==> src/rtl/mips_muldiv_unit.sv <==
// Iterative MULT/MULTU/DIV/DIVU unit with HI/LO registers and one-cycle MTHI/MTLO.
// Operands are reduced to magnitudes at start; signs are reapplied in the FIX state.
module mips_muldiv_unit #(
  parameter int WIDTH = 32
) (
  input  logic             clk,
  input  logic             rst_n,
  input  logic             Start,
  input  logic [2:0]       MDOp,
  input  logic [WIDTH-1:0] SrcA,
  input  logic [WIDTH-1:0] SrcB,
  output logic             Busy,
  output logic             Done,
  output logic [WIDTH-1:0] HI,
  output logic [WIDTH-1:0] LO
);
  localparam int CW = $clog2(WIDTH) + 1;

  typedef enum logic [1:0] {IDLE, RUN, FIX} state_t;

  state_t             r_state;
  logic               r_div, r_sa, r_sb;
  logic [WIDTH-1:0]   r_m;      // multiplicand or divisor magnitude
  logic [2*WIDTH-1:0] r_acc;    // {hi accumulator/remainder, multiplier/quotient}
  logic [CW-1:0]      r_cnt;

  logic               w_sgn;
  logic [WIDTH-1:0]   w_absa, w_absb;
  logic [WIDTH:0]     w_sum;
  logic [2*WIDTH-1:0] w_mul_nxt, w_div_nxt, w_prod;
  logic [WIDTH:0]     w_sh;
  logic               w_ge;
  logic [WIDTH-1:0]   w_dif, w_quo, w_rem;
  logic               w_dz;

  assign w_sgn  = ~MDOp[0];
  assign w_absa = (w_sgn && SrcA[WIDTH-1]) ? -SrcA : SrcA;
  assign w_absb = (w_sgn && SrcB[WIDTH-1]) ? -SrcB : SrcB;

  // Shift-add: add multiplicand into the upper half when the current multiplier bit is set.
  assign w_sum     = {1'b0, r_acc[2*WIDTH-1:WIDTH]} + {1'b0, (r_acc[0] ? r_m : {WIDTH{1'b0}})};
  assign w_mul_nxt = {w_sum, r_acc[WIDTH-1:1]};

  // Restoring divide: shift in the next dividend bit, subtract if it fits.
  assign w_sh      = {r_acc[2*WIDTH-1:WIDTH], r_acc[WIDTH-1]};
  assign w_ge      = (w_sh >= {1'b0, r_m});
  assign w_dif     = w_sh[WIDTH-1:0] - r_m;
  assign w_div_nxt = {(w_ge ? w_dif : w_sh[WIDTH-1:0]), r_acc[WIDTH-2:0], w_ge};

  // With a zero divisor the remainder path reproduces |dividend|, so the
  // remainder sign fix alone restores the captured SrcA.
  assign w_dz   = (r_m == '0);
  assign w_prod = (r_sa ^ r_sb) ? -r_acc : r_acc;
  assign w_quo  = w_dz ? '1 : ((r_sa ^ r_sb) ? -r_acc[WIDTH-1:0] : r_acc[WIDTH-1:0]);
  assign w_rem  = r_sa ? -r_acc[2*WIDTH-1:WIDTH] : r_acc[2*WIDTH-1:WIDTH];

  always_ff @(posedge clk or negedge rst_n) begin
    if (!rst_n) begin
      r_state <= IDLE;
      r_div   <= 1'b0;
      r_sa    <= 1'b0;
      r_sb    <= 1'b0;
      r_m     <= '0;
      r_acc   <= '0;
      r_cnt   <= '0;
      Busy    <= 1'b0;
      Done    <= 1'b0;
      HI      <= '0;
      LO      <= '0;
    end else begin
      Done <= 1'b0;
      case (r_state)
        IDLE: if (Start) begin
          if (!MDOp[2]) begin
            r_div   <= MDOp[1];
            r_sa    <= w_sgn & SrcA[WIDTH-1];
            r_sb    <= w_sgn & SrcB[WIDTH-1];
            r_m     <= MDOp[1] ? w_absb : w_absa;
            r_acc   <= {{WIDTH{1'b0}}, (MDOp[1] ? w_absa : w_absb)};
            r_cnt   <= '0;
            Busy    <= 1'b1;
            r_state <= RUN;
          end else if (MDOp == 3'b100) begin
            HI <= SrcA;
          end else if (MDOp == 3'b101) begin
            LO <= SrcA;
          end
        end
        RUN: begin
          r_acc <= r_div ? w_div_nxt : w_mul_nxt;
          r_cnt <= r_cnt + 1'b1;
          if (r_cnt == CW'(WIDTH - 1)) r_state <= FIX;
        end
        FIX: begin
          if (r_div) begin
            HI <= w_rem;
            LO <= w_quo;
          end else begin
            HI <= w_prod[2*WIDTH-1:WIDTH];
            LO <= w_prod[WIDTH-1:0];
          end
          Busy    <= 1'b0;
          Done    <= 1'b1;
          r_state <= IDLE;
        end
        default: r_state <= IDLE;
      endcase
    end
  end
endmodule

==> config.mk <==
export PLATFORM = sky130hd
export DESIGN_NAME = mips_muldiv_unit
export DESIGN_NICKNAME = d
export VERILOG_FILES = /design/src/rtl/mips_muldiv_unit.sv
export SDC_FILE = /design/constraint.sdc
export NUM_CORES = 1
export LEC_CHECK = 0
export ABC_AREA = 0
export CAP_MARGIN = 0
export CORE_ASPECT_RATIO = 0.75
export CORE_MARGIN = 4
export CORE_UTILIZATION = 34
export DETAILED_ROUTE_END_ITERATION = 6
export PLACE_DENSITY = 0.6
export SLEW_MARGIN = 15
export SYNTH_ARGS = -nofsm -noshare
export SYNTH_HDL_FRONTEND = slang
export SYNTH_SLANG_ARGS = --single-unit
==> constraint.sdc <==
create_clock -name clk -period 4.3 [get_ports clk]
set_input_delay 1.075 -clock clk [delete_from_list [all_inputs] [get_ports clk]]
set_output_delay 1.075 -clock clk [all_outputs]
set_load 0.02 [all_outputs]
=== Word-level counts from Yosys, hierarchy flattened ===
Cells that the tools add are included.
Widths: inputs -> output; s select.

* Register bits: 173
* Output and inout port bits: 66
* Logic and storage cells: 85
* Input bits: 70

* Muxes and demuxes: 36
* Reduce and logical (&&, ||, !) cells: 12
* $lt $le $gt $ge: 1
* Add/sub/neg operators: 8
* Bitwise logic cells: 5
* Equality and inequality tests: 12

{| class="wikitable"
|+ Operators with widths
! operator !! number
|-
| $mux 32 || 18
|-
| $mux 64 || 4
|-
| $neg 32->32 || 4
|-
| $pmux 32 s2 || 2
|-
| $pmux 64 s2 || 1
|-
| $neg 64->64 || 1
|-
| $add 32x32->33 || 1
|-
| $ge 33x32->1 || 1
|-
| $logic_not 32->1 || 1
|-
| $sub 32x32->32 || 1
|-
| $ne 2x2->1 const B || 7
|-
| $mux 6 || 2
|-
| $pmux 6 s2 || 1
|-
| $reduce_and 3->1 || 4
|-
| $add 6x1->6 const B || 1
|-
| $eq 3x3->1 const B || 2
|-
| $eq 6x5->1 const B || 1
|-
| $mux 2 || 3
|-
| $reduce_and 5->1 || 1
|-
| $pmux 2 s2 || 1
|-
| $reduce_and 4->1 || 1
|-
| $reduce_bool 2->1 || 2
|-
| $mux 1 || 3
|-
| $and 1x1->1 || 2
|-
| other kinds (7) || 9
|}

=== Logic depth before layout (Yosys ltp) ===
* Depth in word-level cells: 7
* Gate-level depth with buffers: 14
* Gate-level depth less buffers: 13

=== Least setup slack after synthesis ===
No wires, ideal clock.

* Path type: input-to-reg
* From: input port SrcB[3]
* To: register r_acc[27]
* Data required time: 4.217 ns
* Slack: 0.779 ns
* Arrival time: 3.438 ns
* Setup time: 0.083 ns
* Cell stages on the path: 8
* Cells stage by stage: or3_1 -> or4_1 -> or4_1 -> nor4_2 -> a21oi_1 -> xnor2_1 -> mux2_2 -> o21ai_0

* Word-level cells in the longest chain between the ends: 6

{| class="wikitable"
|+ Ends and longest elaborated chain
! item !! RTL line !! RTL
|-
| start, declared || 11 || <nowiki>input logic [WIDTH-1:0] SrcB,</nowiki>
|-
| $neg 32->32 || 38 || <nowiki>assign w_absb = (w_sgn && SrcB[WIDTH-1]) ? -SrcB : SrcB;</nowiki>
|-
| $mux 32 || 38 ||
|-
| $mux 32 || 79 || <nowiki>r_acc <= {{WIDTH{1'b0}}, (MDOp[1] ? w_absa : w_absb)};</nowiki>
|-
| $mux 64 || 74 || <nowiki>if (!MDOp[2]) begin</nowiki>
|-
| $mux 64 || 73 || <nowiki>IDLE: if (Start) begin</nowiki>
|-
| $pmux 64 s2 || 72 || <nowiki>case (r_state)</nowiki>
|-
| end signal, assigned || 79 ||
|-
| end signal, assigned || 90 || <nowiki>r_acc <= r_div ? w_div_nxt : w_mul_nxt;</nowiki>
|-
| end, declared || 24 || <nowiki>logic [2*WIDTH-1:0] r_acc;</nowiki>
|}

Every way passes these cells. The select of a mux whose other input is x is not followed.
A chain may end at the register's enable or synchronous reset.

=== Worst setup path after layout ===
* From: register r_acc[31]
* To: register r_acc[39]

* Word-level cells in the longest chain between the ends: 4
* Elaborated cells on any way between the ends: 5

{| class="wikitable"
|+ Ends and longest elaborated chain
! item !! RTL line !! RTL
|-
| $sub 32x32->32 / $ge 33x32->1 (equally long branches) || 47, 46 ||
|-
| $mux 32 (*) || 48 || <nowiki>assign w_div_nxt = {(w_ge ? w_dif : w_sh[WIDTH-1:0]), r_acc[WIDTH-2:0], w_ge};</nowiki>
|-
| $mux 64 (*) || 90 ||
|-
| $pmux 64 s2 (*) || 72 ||
|}

Mark *: on every way between the ends. The rest lies on a longest branch, timed or not.

==> summary.txt <==
status: complete, no violations
worst slew pin tran: 1.14 ns
final setup slack of the worst path: 0.258 ns
classification of the worst setup path: reg -> reg
Critical Path Start Type: flop
hold-fix buffer count after cts: 0
latest clock arrival within the worst-skew pair: 0.46 ns
Final Util: 0.413
Avg Cell Area, Syn: 7.86 um^2
Max Buffers Root-to-Sink: 2
via-per-instance ratio: 5.94
cell repeated most along the worst path: sky130_fd_sc_hd__o21ai_0
count of state elements after synthesis: 173
Final Critical Period: 4.04 ns
Synth-to-Final Area Change: 19.6%
count of different cell masters after synthesis: 75
Achievable Freq: 0.247 GHz
# port buffers: 135
Clock Tree Root: sky130_fd_sc_hd__clkbuf_16
Slew Limit Fails: 0
wire length per cell: 22.8 um
CTS clk-pin slew, worst paths: 0.08 ns
post-CTS setup repair buffer count: 0
Nets: 2188
worst path buffer plus inverter count: 2
commonest non-fill, non-tap cells in the layout: sky130_fd_sc_hd__nand2_1 (196), sky130_fd_sc_hd__o21ai_0 (193), sky130_fd_sc_hd__nor2_1 (173), sky130_fd_sc_hd__dfrtp_1 (172), sky130_fd_sc_hd__a21oi_1 (163)
LEAKAGE: 7.54 nW
Synth top area share: 0.287
number of buffers inserted during clock tree synthesis: 17
required time reported for the critical path endpoint: 4.60 ns
clock tree skew after final layout: 0.0142 ns
global-route wire length before repair: 90.3 mm
number of synthesized flops with an enable pin: 0
standard-cell row count: 66
detailed placement HPWL: 47.0 mm
max capacitance violation total: 0
leading cell type in the layout, fill and taps excluded: sky130_fd_sc_hd__nand2_1
setup TNS: 0 ns
vias post-DR: 15700
Yosys warning count: 0
flip-flop cell with the highest count after synthesis: sky130_fd_sc_hd__dfrtp_1
kind of cell adding the most delay to the critical path: compound AO/OA/AOI/OAI gates
CTS tree: yes
post-detailed-placement cell area: 17400 um^2
post-route fraction of the period consumed by the critical path: 0.940
global-route total usage across every layer: 0.245
number of iterations in the first detailed-routing pass: 6
initial core utilization: 0.346
area leader, netlist: sky130_fd_sc_hd__dfrtp_1
Worst Setup Slack post-DPL: 0.133 ns
wire length reported by the detailed router: 60.0 mm
post-route cell area: 18000 um^2
Slew headroom: 0.238
vias in the first global route: 14400
Critical-path top delay cell: sky130_fd_sc_hd__o2111a_1
number of hold-slack violations in the final timing report: 0
Mapped Area: 15100 um^2
Hold Worst Slack: 0.483 ns
critical path capture point type: flop
grt ovf: 0
setup repair after global routing missed its margin: false
DRC viols: 0
Arr. time, crit path: 4.34 ns
VDD IR-drop max: 0.443 mV
pin count of the biggest net entering global routing: 88
final setup vio count: 0
starting DRC count in detailed routing: 2007
Syn Nets: 2059
I/O pin total: 136
cell breakdown of the critical path: inv_1 -> ha_1 -> nand2b_1 -> a211oi_1 -> o21ai_0 -> o31ai_1 -> a21oi_1 -> o2111a_1 -> nor2_4 -> buf_12 -> mux2i_1 -> o21ai_0
gp weighted congestion: 0.967
Hold Path Class: reg -> reg
area of the die: 47800 um^2
area of the core region: 43600 um^2
crit-path max FO: 13
Resized Gates After CTS: 0
TritonCTS Sinks: 173
count of nets left with antenna violations after detail routing: 0
Largest stage delay, worst path: 0.45 ns
Die Height: 190 um
number of H-tree levels: 4
share of post-route cells with drive strength above 1: 0.0831
die width: 251 um
number of instances in the synthesized netlist: 1918
biggest area contributors in the synthesized netlist: sky130_fd_sc_hd__dfrtp_1 (29%), sky130_fd_sc_hd__xnor2_1 (6.5%), sky130_fd_sc_hd__o21ai_0 (6.4%)
diode count: 0
fraction of synthesis flops using an asynchronous set or reset pin: 1.00
ratio of total power to cell area: 930 nW/um^2
post-synthesis sequential area ratio: 0.287
worst reg2reg setup slack: 0.26 ns
initial antenna violation count: 0
-- per-layer routing --
metal  part of all wire  GRT usage
met5                  0          0
met4              0.018     0.0518
met3               0.13     0.0871
met2               0.39      0.333
met1               0.47      0.370
-- cell usage after synthesis (all sizes together), types with 9 or more instances --
| master | n |
|---|---|
| nand2 | 196 |
| o21ai | 193 |
| nor2 | 175 |
| dfrtp | 173 |
| a21oi | 163 |
| xnor2 | 111 |
| clkbuf | 100 |
| inv | 72 |
| ha | 69 |
| mux2i | 66 |
| xor2 | 63 |
| nor3 | 56 |
| a211oi | 41 |
| nand3 | 38 |
| o31ai | 32 |
| a21o | 31 |
| a22oi | 23 |
| nand2b | 21 |
| o22ai | 21 |
| a31oi | 20 |
| nor4 | 20 |
| o211ai | 18 |
| mux2 | 16 |
| or3 | 16 |
| or4 | 16 |
| buf | 15 |
| o221ai | 15 |
| nand4 | 14 |
| nor2b | 14 |
| and3 | 13 |
| o21bai | 13 |
| o41ai | 9 |
-- per-stage QoR --
| step | cells | power (mW) |
|---|---|---|
| 2_1_floorplan | 1918 | 10.9 |
| 3_3_place_gp | 2606 | 14.6 |
| 3_5_place_dp | 2606 | 14.7 |
| 4_1_cts | 2637 | 16.5 |
| 5_1_grt | 2637 | 17.9 |
| 6_report | 2637 | 16.8 |
-- flip-flops by register name (all words and copies together), names as in the netlist --
| register | count |
|---|---|
| r_div | 1 |
| r_sb | 1 |
| HI | 32 |
| Busy | 1 |
| r_state | 2 |
| r_acc | 64 |
| r_m | 32 |
| r_cnt | 6 |
| LO | 32 |
| r_sa | 1 |
| Done | 1 |
-- tightest hold or removal path, stage by stage, from the launching register on --
cell,delay [ns]
sky130_fd_sc_hd__dfrtp_1,0.35
sky130_fd_sc_hd__nand2_1,0.05
sky130_fd_sc_hd__o21ai_0,0.06
-- path summary, 6_finish.rpt --
check	start	to	depth (start not counted)
max	r_acc[31]	r_acc[39]	12
min	LO[4]	LO[4]	2
max reg2reg	r_acc[31]	r_acc[39]	12
min reg2reg	LO[4]	LO[4]	2
max in group asynchronous	rst_n	HI[8]	2
min in group asynchronous	rst_n	HI[2]	1
-- logic make-up (layout without fill, tap and decap cells) --
family,after synthesis,in the layout,synth area share
buf+inv,187,328,0.0480
fa+ha+maj,71,71,0.0599
simple gates,611,611,0.193
xor+xnor,174,174,0.101
mux,82,82,0.0558
compound gates,620,620,0.255
flops,173,173,0.287
-- power by group --
group	leakage [nW]	switching, mW	internal (mW)
registers	2.08	0.946	2.40
clock network	0.295	0.783	0.881
logic	5.16	7.02	4.72
-- layout make-up --
| class | instances | area [um^2] |
|---|---|---|
| timing repair buffer | 225 | 2050 |
| clock inverter | 14 | 178 |
| fill | 4419 | 25600 |
| sequential | 173 | 4330 |
| inverter | 72 | 270 |
| tap | 578 | 723 |
| clock buffer | 17 | 425 |
| multi-input combinational | 1558 | 10000 |
Power figures use the tool's default switching activity.
